File: src/rtl/fp_pkg.sv
// Shared types and format constants for the pipelined floating-point multiplier.
package fp_pkg;

    // Widest fields any supported format may need: stage payload fields are sized
    // to these and sliced down to the configured format inside each module.
    localparam int unsigned FP_EXP_MAXW = 16;
    localparam int unsigned FP_SIG_MAXW = 64;

    typedef enum logic [1:0] {
        FP_ZERO,
        FP_NORM,
        FP_INF,
        FP_NAN
    } fp_class_e;

    typedef struct packed {
        logic                          sign;
        logic signed [FP_EXP_MAXW-1:0] exp;
        fp_class_e                     cls;
        logic [FP_SIG_MAXW-1:0]        sig;
    } fp_stage_t;

    function automatic int fp_bias(input int exp_w);
        return (1 << (exp_w - 1)) - 1;
    endfunction

    // {exp=all ones, man=0}, right-aligned, sign bit excluded.
    function automatic logic [FP_SIG_MAXW-1:0] fp_inf(input int exp_w, input int man_w);
        logic [FP_SIG_MAXW-1:0] ones;
        ones = (FP_SIG_MAXW'(1) << exp_w) - FP_SIG_MAXW'(1);
        return ones << man_w;
    endfunction

    function automatic logic [FP_SIG_MAXW-1:0] fp_qnan(input int exp_w, input int man_w);
        return fp_inf(exp_w, man_w) | (FP_SIG_MAXW'(1) << (man_w - 1));
    endfunction

    // One below inf: exponent all-ones minus one, mantissa all ones.
    function automatic logic [FP_SIG_MAXW-1:0] fp_max_finite(input int exp_w, input int man_w);
        return fp_inf(exp_w, man_w) - FP_SIG_MAXW'(1);
    endfunction

    // Subnormals (exp field 0) are classed as zero regardless of mantissa.
    function automatic fp_class_e fp_classify(input logic exp_zero, input logic exp_ones,
                                              input logic man_zero);
        if (exp_zero)
            return FP_ZERO;
        else if (exp_ones)
            return man_zero ? FP_INF : FP_NAN;
        else
            return FP_NORM;
    endfunction

endpackage

File: src/rtl/fp_round_norm.sv
// Combinational normalise / round / pack of a significand product, with
// special-value and exception handling.
module fp_round_norm
    import fp_pkg::*;
#(
    parameter int unsigned EXP_W     = 5,
    parameter int unsigned MAN_W     = 10,
    parameter int unsigned ROUND_RNE = 1,
    parameter int unsigned SATURATE  = 0
) (
    input  logic                     sign_i,
    input  logic signed [EXP_W+1:0]  exp_i,
    input  logic [1:0]               cls_i,
    input  logic [2*MAN_W+1:0]       sig_i,
    output logic [EXP_W+MAN_W:0]     result_o,
    output logic                     ovf_o,
    output logic                     unf_o,
    output logic                     inv_o
);

    localparam int unsigned PW      = 2 * MAN_W + 2;
    localparam int unsigned FW      = EXP_W + MAN_W + 1;
    localparam int          EXP_MAX = (1 << EXP_W) - 1;

    localparam logic [FP_SIG_MAXW-1:0] INF_FULL = fp_inf(EXP_W, MAN_W);
    localparam logic [FP_SIG_MAXW-1:0] NAN_FULL = fp_qnan(EXP_W, MAN_W);
    localparam logic [FP_SIG_MAXW-1:0] MAX_FULL = fp_max_finite(EXP_W, MAN_W);

    fp_class_e        cls;
    logic [PW-1:0]    norm;
    logic [MAN_W-1:0] mant;
    logic             guard;
    logic             sticky;
    logic             inc;
    logic [MAN_W:0]   mant_r;
    int               e_final;

    assign cls = fp_class_e'(cls_i);

    // Normalise to 1.x, round on guard/sticky, then resolve specials and range.
    always_comb begin
        result_o = '0;
        ovf_o    = 1'b0;
        unf_o    = 1'b0;
        inv_o    = 1'b0;

        // Product lies in [1,4); leading one ends up at PW-1 either way.
        norm    = sig_i[PW-1] ? sig_i : {sig_i[PW-2:0], 1'b0};
        mant    = norm[PW-2:MAN_W+1];
        guard   = norm[MAN_W];
        sticky  = |norm[MAN_W-1:0];
        inc     = (ROUND_RNE != 0) && guard && (sticky || mant[0]);
        mant_r  = {1'b0, mant} + {{MAN_W{1'b0}}, inc};
        // A carry out of rounding leaves the low mantissa bits at zero, i.e. 1.0 x 2.
        e_final = int'(exp_i) + int'(sig_i[PW-1]) + int'(mant_r[MAN_W]);

        case (cls)
            FP_NAN: begin
                result_o = NAN_FULL[FW-1:0];
                inv_o    = 1'b1;
            end
            FP_INF:  result_o = {sign_i, INF_FULL[FW-2:0]};
            FP_ZERO: result_o = {sign_i, {(FW-1){1'b0}}};
            default: begin
                if (e_final >= EXP_MAX) begin
                    ovf_o    = 1'b1;
                    result_o = (SATURATE != 0) ? {sign_i, MAX_FULL[FW-2:0]}
                                               : {sign_i, INF_FULL[FW-2:0]};
                end else if (e_final <= 0) begin
                    unf_o    = 1'b1;
                    result_o = {sign_i, {(FW-1){1'b0}}};
                end else begin
                    result_o = {sign_i, e_final[EXP_W-1:0], mant_r[MAN_W-1:0]};
                end
            end
        endcase
    end

endmodule

File: src/rtl/fp_mult_pipe.sv
// Three-stage floating-point multiplier with valid/ready flow control:
// S1 unpack/classify, S2 significand multiply, S3 round/pack into the output register.
module fp_mult_pipe
    import fp_pkg::*;
#(
    parameter int unsigned EXP_W     = 5,
    parameter int unsigned MAN_W     = 10,
    parameter int unsigned ROUND_RNE = 1,
    parameter int unsigned SATURATE  = 0
) (
    input  logic                 clk,
    input  logic                 rst_n,
    input  logic                 in_valid,
    output logic                 in_ready,
    input  logic [EXP_W+MAN_W:0] a,
    input  logic [EXP_W+MAN_W:0] b,
    output logic                 out_valid,
    input  logic                 out_ready,
    output logic [EXP_W+MAN_W:0] product,
    output logic                 flag_ovf,
    output logic                 flag_unf,
    output logic                 flag_inv
);

    localparam int unsigned FW   = EXP_W + MAN_W + 1;
    localparam int unsigned SW   = MAN_W + 1;
    localparam int unsigned PW   = 2 * SW;
    localparam int          BIAS = fp_bias(EXP_W);
    localparam logic signed [EXP_W+1:0] BIAS_E = BIAS[EXP_W+1:0];

    logic v1_q, v2_q, v3_q;
    logic v1_d, v2_d, v3_d;
    logic take, adv1, adv2;

    fp_stage_t s1_d, s1_q, s2_d, s2_q;

    logic [EXP_W-1:0]        ea, eb;
    logic [MAN_W-1:0]        ma, mb;
    fp_class_e               ca, cb;
    logic signed [EXP_W+1:0] esum;
    logic [PW-1:0]           prod;

    logic [FW-1:0] res;
    logic          ovf, unf, inv;
    logic [FW-1:0] product_q;
    logic          ovf_q, unf_q, inv_q;

    // A stage moves forward when the stage after it is empty or draining.
    assign adv2     = v2_q && (!v3_q || out_ready);
    assign adv1     = v1_q && (!v2_q || adv2);
    assign in_ready = !v1_q || adv1;
    assign take     = in_valid && in_ready;

    assign out_valid = v3_q;
    assign product   = product_q;
    assign flag_ovf  = ovf_q;
    assign flag_unf  = unf_q;
    assign flag_inv  = inv_q;

    // Stage occupancy next-state.
    always_comb begin
        v1_d = take ? 1'b1 : (adv1 ? 1'b0 : v1_q);
        v2_d = adv1 ? 1'b1 : (adv2 ? 1'b0 : v2_q);
        v3_d = adv2 ? 1'b1 : ((v3_q && out_ready) ? 1'b0 : v3_q);
    end

    // S1: split fields, classify operands, resolve the result class, sum exponents.
    always_comb begin
        ea   = a[FW-2:MAN_W];
        eb   = b[FW-2:MAN_W];
        ma   = a[MAN_W-1:0];
        mb   = b[MAN_W-1:0];
        ca   = fp_classify(ea == '0, ea == '1, ma == '0);
        cb   = fp_classify(eb == '0, eb == '1, mb == '0);
        esum = $signed({2'b00, ea}) + $signed({2'b00, eb}) - BIAS_E;

        s1_d      = '0;
        s1_d.sign = a[FW-1] ^ b[FW-1];
        s1_d.exp  = {{(FP_EXP_MAXW-EXP_W-2){esum[EXP_W+1]}}, esum};
        // Both significands (hidden bit restored) travel in the one sig field.
        s1_d.sig  = {{(FP_SIG_MAXW-PW){1'b0}}, 1'b1, ma, 1'b1, mb};
        if (ca == FP_NAN || cb == FP_NAN ||
            (ca == FP_INF && cb == FP_ZERO) || (ca == FP_ZERO && cb == FP_INF))
            s1_d.cls = FP_NAN;
        else if (ca == FP_INF || cb == FP_INF)
            s1_d.cls = FP_INF;
        else if (ca == FP_ZERO || cb == FP_ZERO)
            s1_d.cls = FP_ZERO;
        else
            s1_d.cls = FP_NORM;
    end

    // S2: unsigned significand multiply; sign, exponent and class pass through.
    always_comb begin
        s2_d     = s1_q;
        prod     = {{SW{1'b0}}, s1_q.sig[PW-1:SW]} * {{SW{1'b0}}, s1_q.sig[SW-1:0]};
        s2_d.sig = {{(FP_SIG_MAXW-PW){1'b0}}, prod};
    end

    fp_round_norm #(
        .EXP_W    (EXP_W),
        .MAN_W    (MAN_W),
        .ROUND_RNE(ROUND_RNE),
        .SATURATE (SATURATE)
    ) u_round (
        .sign_i  (s2_q.sign),
        .exp_i   (s2_q.exp[EXP_W+1:0]),
        .cls_i   (s2_q.cls),
        .sig_i   (s2_q.sig[PW-1:0]),
        .result_o(res),
        .ovf_o   (ovf),
        .unf_o   (unf),
        .inv_o   (inv)
    );

    // Stage registers: each payload loads only when its stage accepts new data.
    always_ff @(posedge clk) begin
        if (!rst_n) begin
            v1_q      <= 1'b0;
            v2_q      <= 1'b0;
            v3_q      <= 1'b0;
            s1_q      <= '0;
            s2_q      <= '0;
            product_q <= '0;
            ovf_q     <= 1'b0;
            unf_q     <= 1'b0;
            inv_q     <= 1'b0;
        end else begin
            v1_q <= v1_d;
            v2_q <= v2_d;
            v3_q <= v3_d;
            if (take)
                s1_q <= s1_d;
            if (adv1)
                s2_q <= s2_d;
            if (adv2) begin
                product_q <= res;
                ovf_q     <= ovf;
                unf_q     <= unf;
                inv_q     <= inv;
            end
        end
    end

endmodule
File: config.mk
export PLATFORM = sky130hd
export DESIGN_NAME = fp_mult_pipe
export DESIGN_NICKNAME = d
export VERILOG_FILES = /design/src/rtl/fp_pkg.sv /design/src/rtl/fp_round_norm.sv /design/src/rtl/fp_mult_pipe.sv
export SDC_FILE = /design/constraint.sdc
export NUM_CORES = 1
export LEC_CHECK = 0
export ABC_AREA = 1
export CORE_MARGIN = 1
export CORE_UTILIZATION = 52
export CTS_CLUSTER_DIAMETER = 80
export CTS_CLUSTER_SIZE = 25
export DETAILED_ROUTE_END_ITERATION = 16
export HOLD_SLACK_MARGIN = 0.12
export PLACE_DENSITY = 0.72
export SLEW_MARGIN = 20
export SYNTH_ARGS = -nofsm -noshare
export SYNTH_HDL_FRONTEND = slang
export SYNTH_SLANG_ARGS = --single-unit
File: constraint.sdc
create_clock -name clk -period 6.88 [get_ports clk]
set_input_delay 2.064 -clock clk [delete_from_list [all_inputs] [get_ports clk]]
set_output_delay 2.064 -clock clk [all_outputs]
set_load 0.005 [all_outputs]
==> results.json <==
{
  "synth-simple-area-share_pct": 23.4,
  "die_w_um": 131,
  "wl_per_cell_um": 12.9,
  "finalClockSkew_ps": 6.59,
  "synth.largest_area_cell": "dfxtp_1",
  "clock_path_buffers": 2,
  "syn_nets": 1397,
  "drive_above_1_share_pct": 5.29,
  "grt_max_degree": 57,
  "nNetsFinal": 1423,
  "grt_overflow": 0,
  "dieArea_um2": 17200,
  "clkSlewWorstSetupHoldPaths_ps": 60,
  "grt_antenna_before_repair": 0,
  "maxCapViolations": 0,
  "setup_viol": 0,
  "crit_fanout": 18,
  "fin_cells": 1444,
  "drt-total-wl_um": 18600,
  "synth-xor-area-share_pct": 2.13,
  "syn_avg_cell_area_um2": 7.22,
  "yosys.area_share.adder_pct": 30.6,
  "final_util_pct": 59.9,
  "core_area_um2": 16100,
  "grt_pass1_wl_um": 32500,
  "relSlewSlack_pct": 47.5,
  "rsz0062_at_grt": "no",
  "holdWs_ps": 455,
  "initial_core_util_pct": 53.9,
  "critical_path_class": "primary input to output port",
  "synth_top_family_by_area": "adder cells",
  "regToRegSetupSlack_ps": 1460,
  "synth_warnings": 0,
  "drv_slew": 0,
  "gp_congestion": 0.855,
  "final-hold-violation-count": 0,
  "worstPathRequired_ps": 4820,
  "n_antenna_cell": 0,
  "regArea_um2": 1700,
  "cts_tree": "yes",
  "leakagePower_nw": 5.08,
  "synth_seq_cells": 85,
  "muxShareOfSynthArea_pct": 0,
  "dp_slack_ps": 1080,
  "r2r_start": "s1_q[10]",
  "synth_compound_area_share_pct": 10.8,
  "ant_nets": 0,
  "clkLatencyLatePin_ps": 340,
  "worst_ep_arrival_time_ps": 3730,
  "place_inst": 1429,
  "cts.sinks": 85,
  "synth_cells": 1198,
  "power.density_nw_per_um2": 161,
  "fillerInstances": 1497,
  "cts_setup_buffers": 0,
  "hold_depth": 2,
  "num_vias": 7326,
  "endpoint_kind": "output port",
  "min_period_ps": 5790,
  "slowest_delay_ps": 520,
  "worstRegToRegCells": 19,
  "rows": 46,
  "power_mw": 1.55,
  "synth_top_area_share_pct": 19.7,
  "routed_via_density": 5.07,
  "postCtsResizedCells": 0,
  "fmax_mhz": 173,
  "final_area_um2": 9610,
  "synth.area.top_cells": "dfxtp_1 (20%), fa_1 (19%), ha_1 (12%), nand2_1 (11%), inv_1 (11%)",
  "hold_end": "s2_q[82]",
  "dp_hpwl_um": 14800,
  "final_common_cell": "nand2_1",
  "holdBufCountCts": 0,
  "grt_usage_pct": 24.0,
  "ys_seq_area_share_pct": 19.7,
  "min_path_type": "flip-flop to flip-flop",
  "synth_area_um2": 8650,
  "htree_levels": 3,
  "grt_pass1_vias": 7266,
  "io_pins": 57,
  "area_growth_pct": 11.1,
  "drt-pass1-iter-count": 5,
  "cts-root-buf": "clkbuf_16",
  "fin_ws_ps": 1090,
  "dpl_cell_area_um2": 9310,
  "tns_ps": 0,
  "path_cells": "clkdlybuf4s50_1 -> inv_1 -> nand2_1 -> nand2_1 -> nand3_1 -> clkdlybuf4s50_1",
  "tightest_slew_ps": 787,
  "drc": 0,
  "min_from": "s2_q[82]",
  "period_share_pct": 84.2,
  "final_cell_mix": "nand2_1 (248), inv_1 (247), nor2_1 (107)",
  "ys_types": 39,
  "die_y_um": 131,
  "drt_iter0_markers": 457,
  "start_kind": "primary input",
  "run_status": "finished, final reports clean",
  "cp_slowest_cell": "clkdlybuf4s50_1",
  "multi_input_area_um2": 5790,
  "cts_made_buffers": 9,
  "rr_endpoint": "s2_q[19]",
  "portBuffers": 56,
  "ir_worst_vdd_uv": 152
}
## routing by layer
metal	share of wire [%]	global-route usage, %	up-vias
met3	5.3	5.33	12
met1	46	31.3	3408
met5	0	0	-
met2	48	41.1	156
met4	0.90	4.53	0
li1	-	-	3750
## cell families after synthesis
family / Yosys count
AND/OR/NAND/NOR: 462
buffers and inverters: 299
AO/OA/AOI/OAI: 168
adder cells (fa/ha/maj): 163
flip-flops: 85
XOR/XNOR: 21
## where the power goes
| part | total (mW) | switching, mW | internal, mW |
|---|---|---|---|
| Clock | 0.489 | 0.197 | 0.292 |
| Combinational | 0.484 | 0.292 | 0.192 |
| Sequential | 0.578 | 0.0534 | 0.525 |
## worst max-delay path: cells and delay by family
kind,cells,cell delay [ps]
buffers and inverters,3,1020
AND/OR/NAND/NOR,3,640
## synth_stat cells
library cell,n
a21oi_2,10
nor2_4,5
dfxtp_1,85
nand3_1,44
nor3b_1,4
xnor2_1,6
nor4_1,7
inv_2,3
a21oi_1,60
nand4_4,1
nor2_2,3
fa_1,81
nand4_1,12
inv_4,1
nand2_1,248
ha_1,82
a31o_2,1
o21bai_1,2
a211oi_1,1
nand3_2,6
or2_2,4
buf_6,2
a31oi_1,3
nand2_4,2
buf_12,1
inv_1,247
clkbuf_1,43
xor2_1,15
nor3_1,9
nand3b_4,1
and2_1,1
nor2_1,107
nand2_2,8
a21oi_4,1
o21ai_0,79
o31ai_1,2
clkinv_1,2
o211ai_1,6
a21o_1,3
## cell type report
cell class | count | share of cell area [%]
repair buffers | 61 | 6.22
clock buffers | 11 | 2.53
multi-input cells | 814 | 60.2
well taps | 216 | 2.81
inverters | 253 | 9.91
clock inverters | 4 | 0.586
flip-flops and latches | 85 | 17.7
## how the worst max path moves through the flow
stage	from	end	cells past startpoint
after global routing	out_ready	in_ready	6
after CTS	out_ready	in_ready	6
after detailed placement	out_ready	in_ready	6
final	out_ready	in_ready	6
after global placement	out_ready	in_ready	6
after floorplan	s1_q[10]	s2_q[17]	20
## state kept, by name, summed over array words and instances, names as in the netlist
name,count
s2_q,32
s1_q,31
product,16
flag_inv,1
flag_ovf,1
flag_unf,1
out_valid,1
v1_q,1
v2_q,1
(Power assumes the default switching activity.)
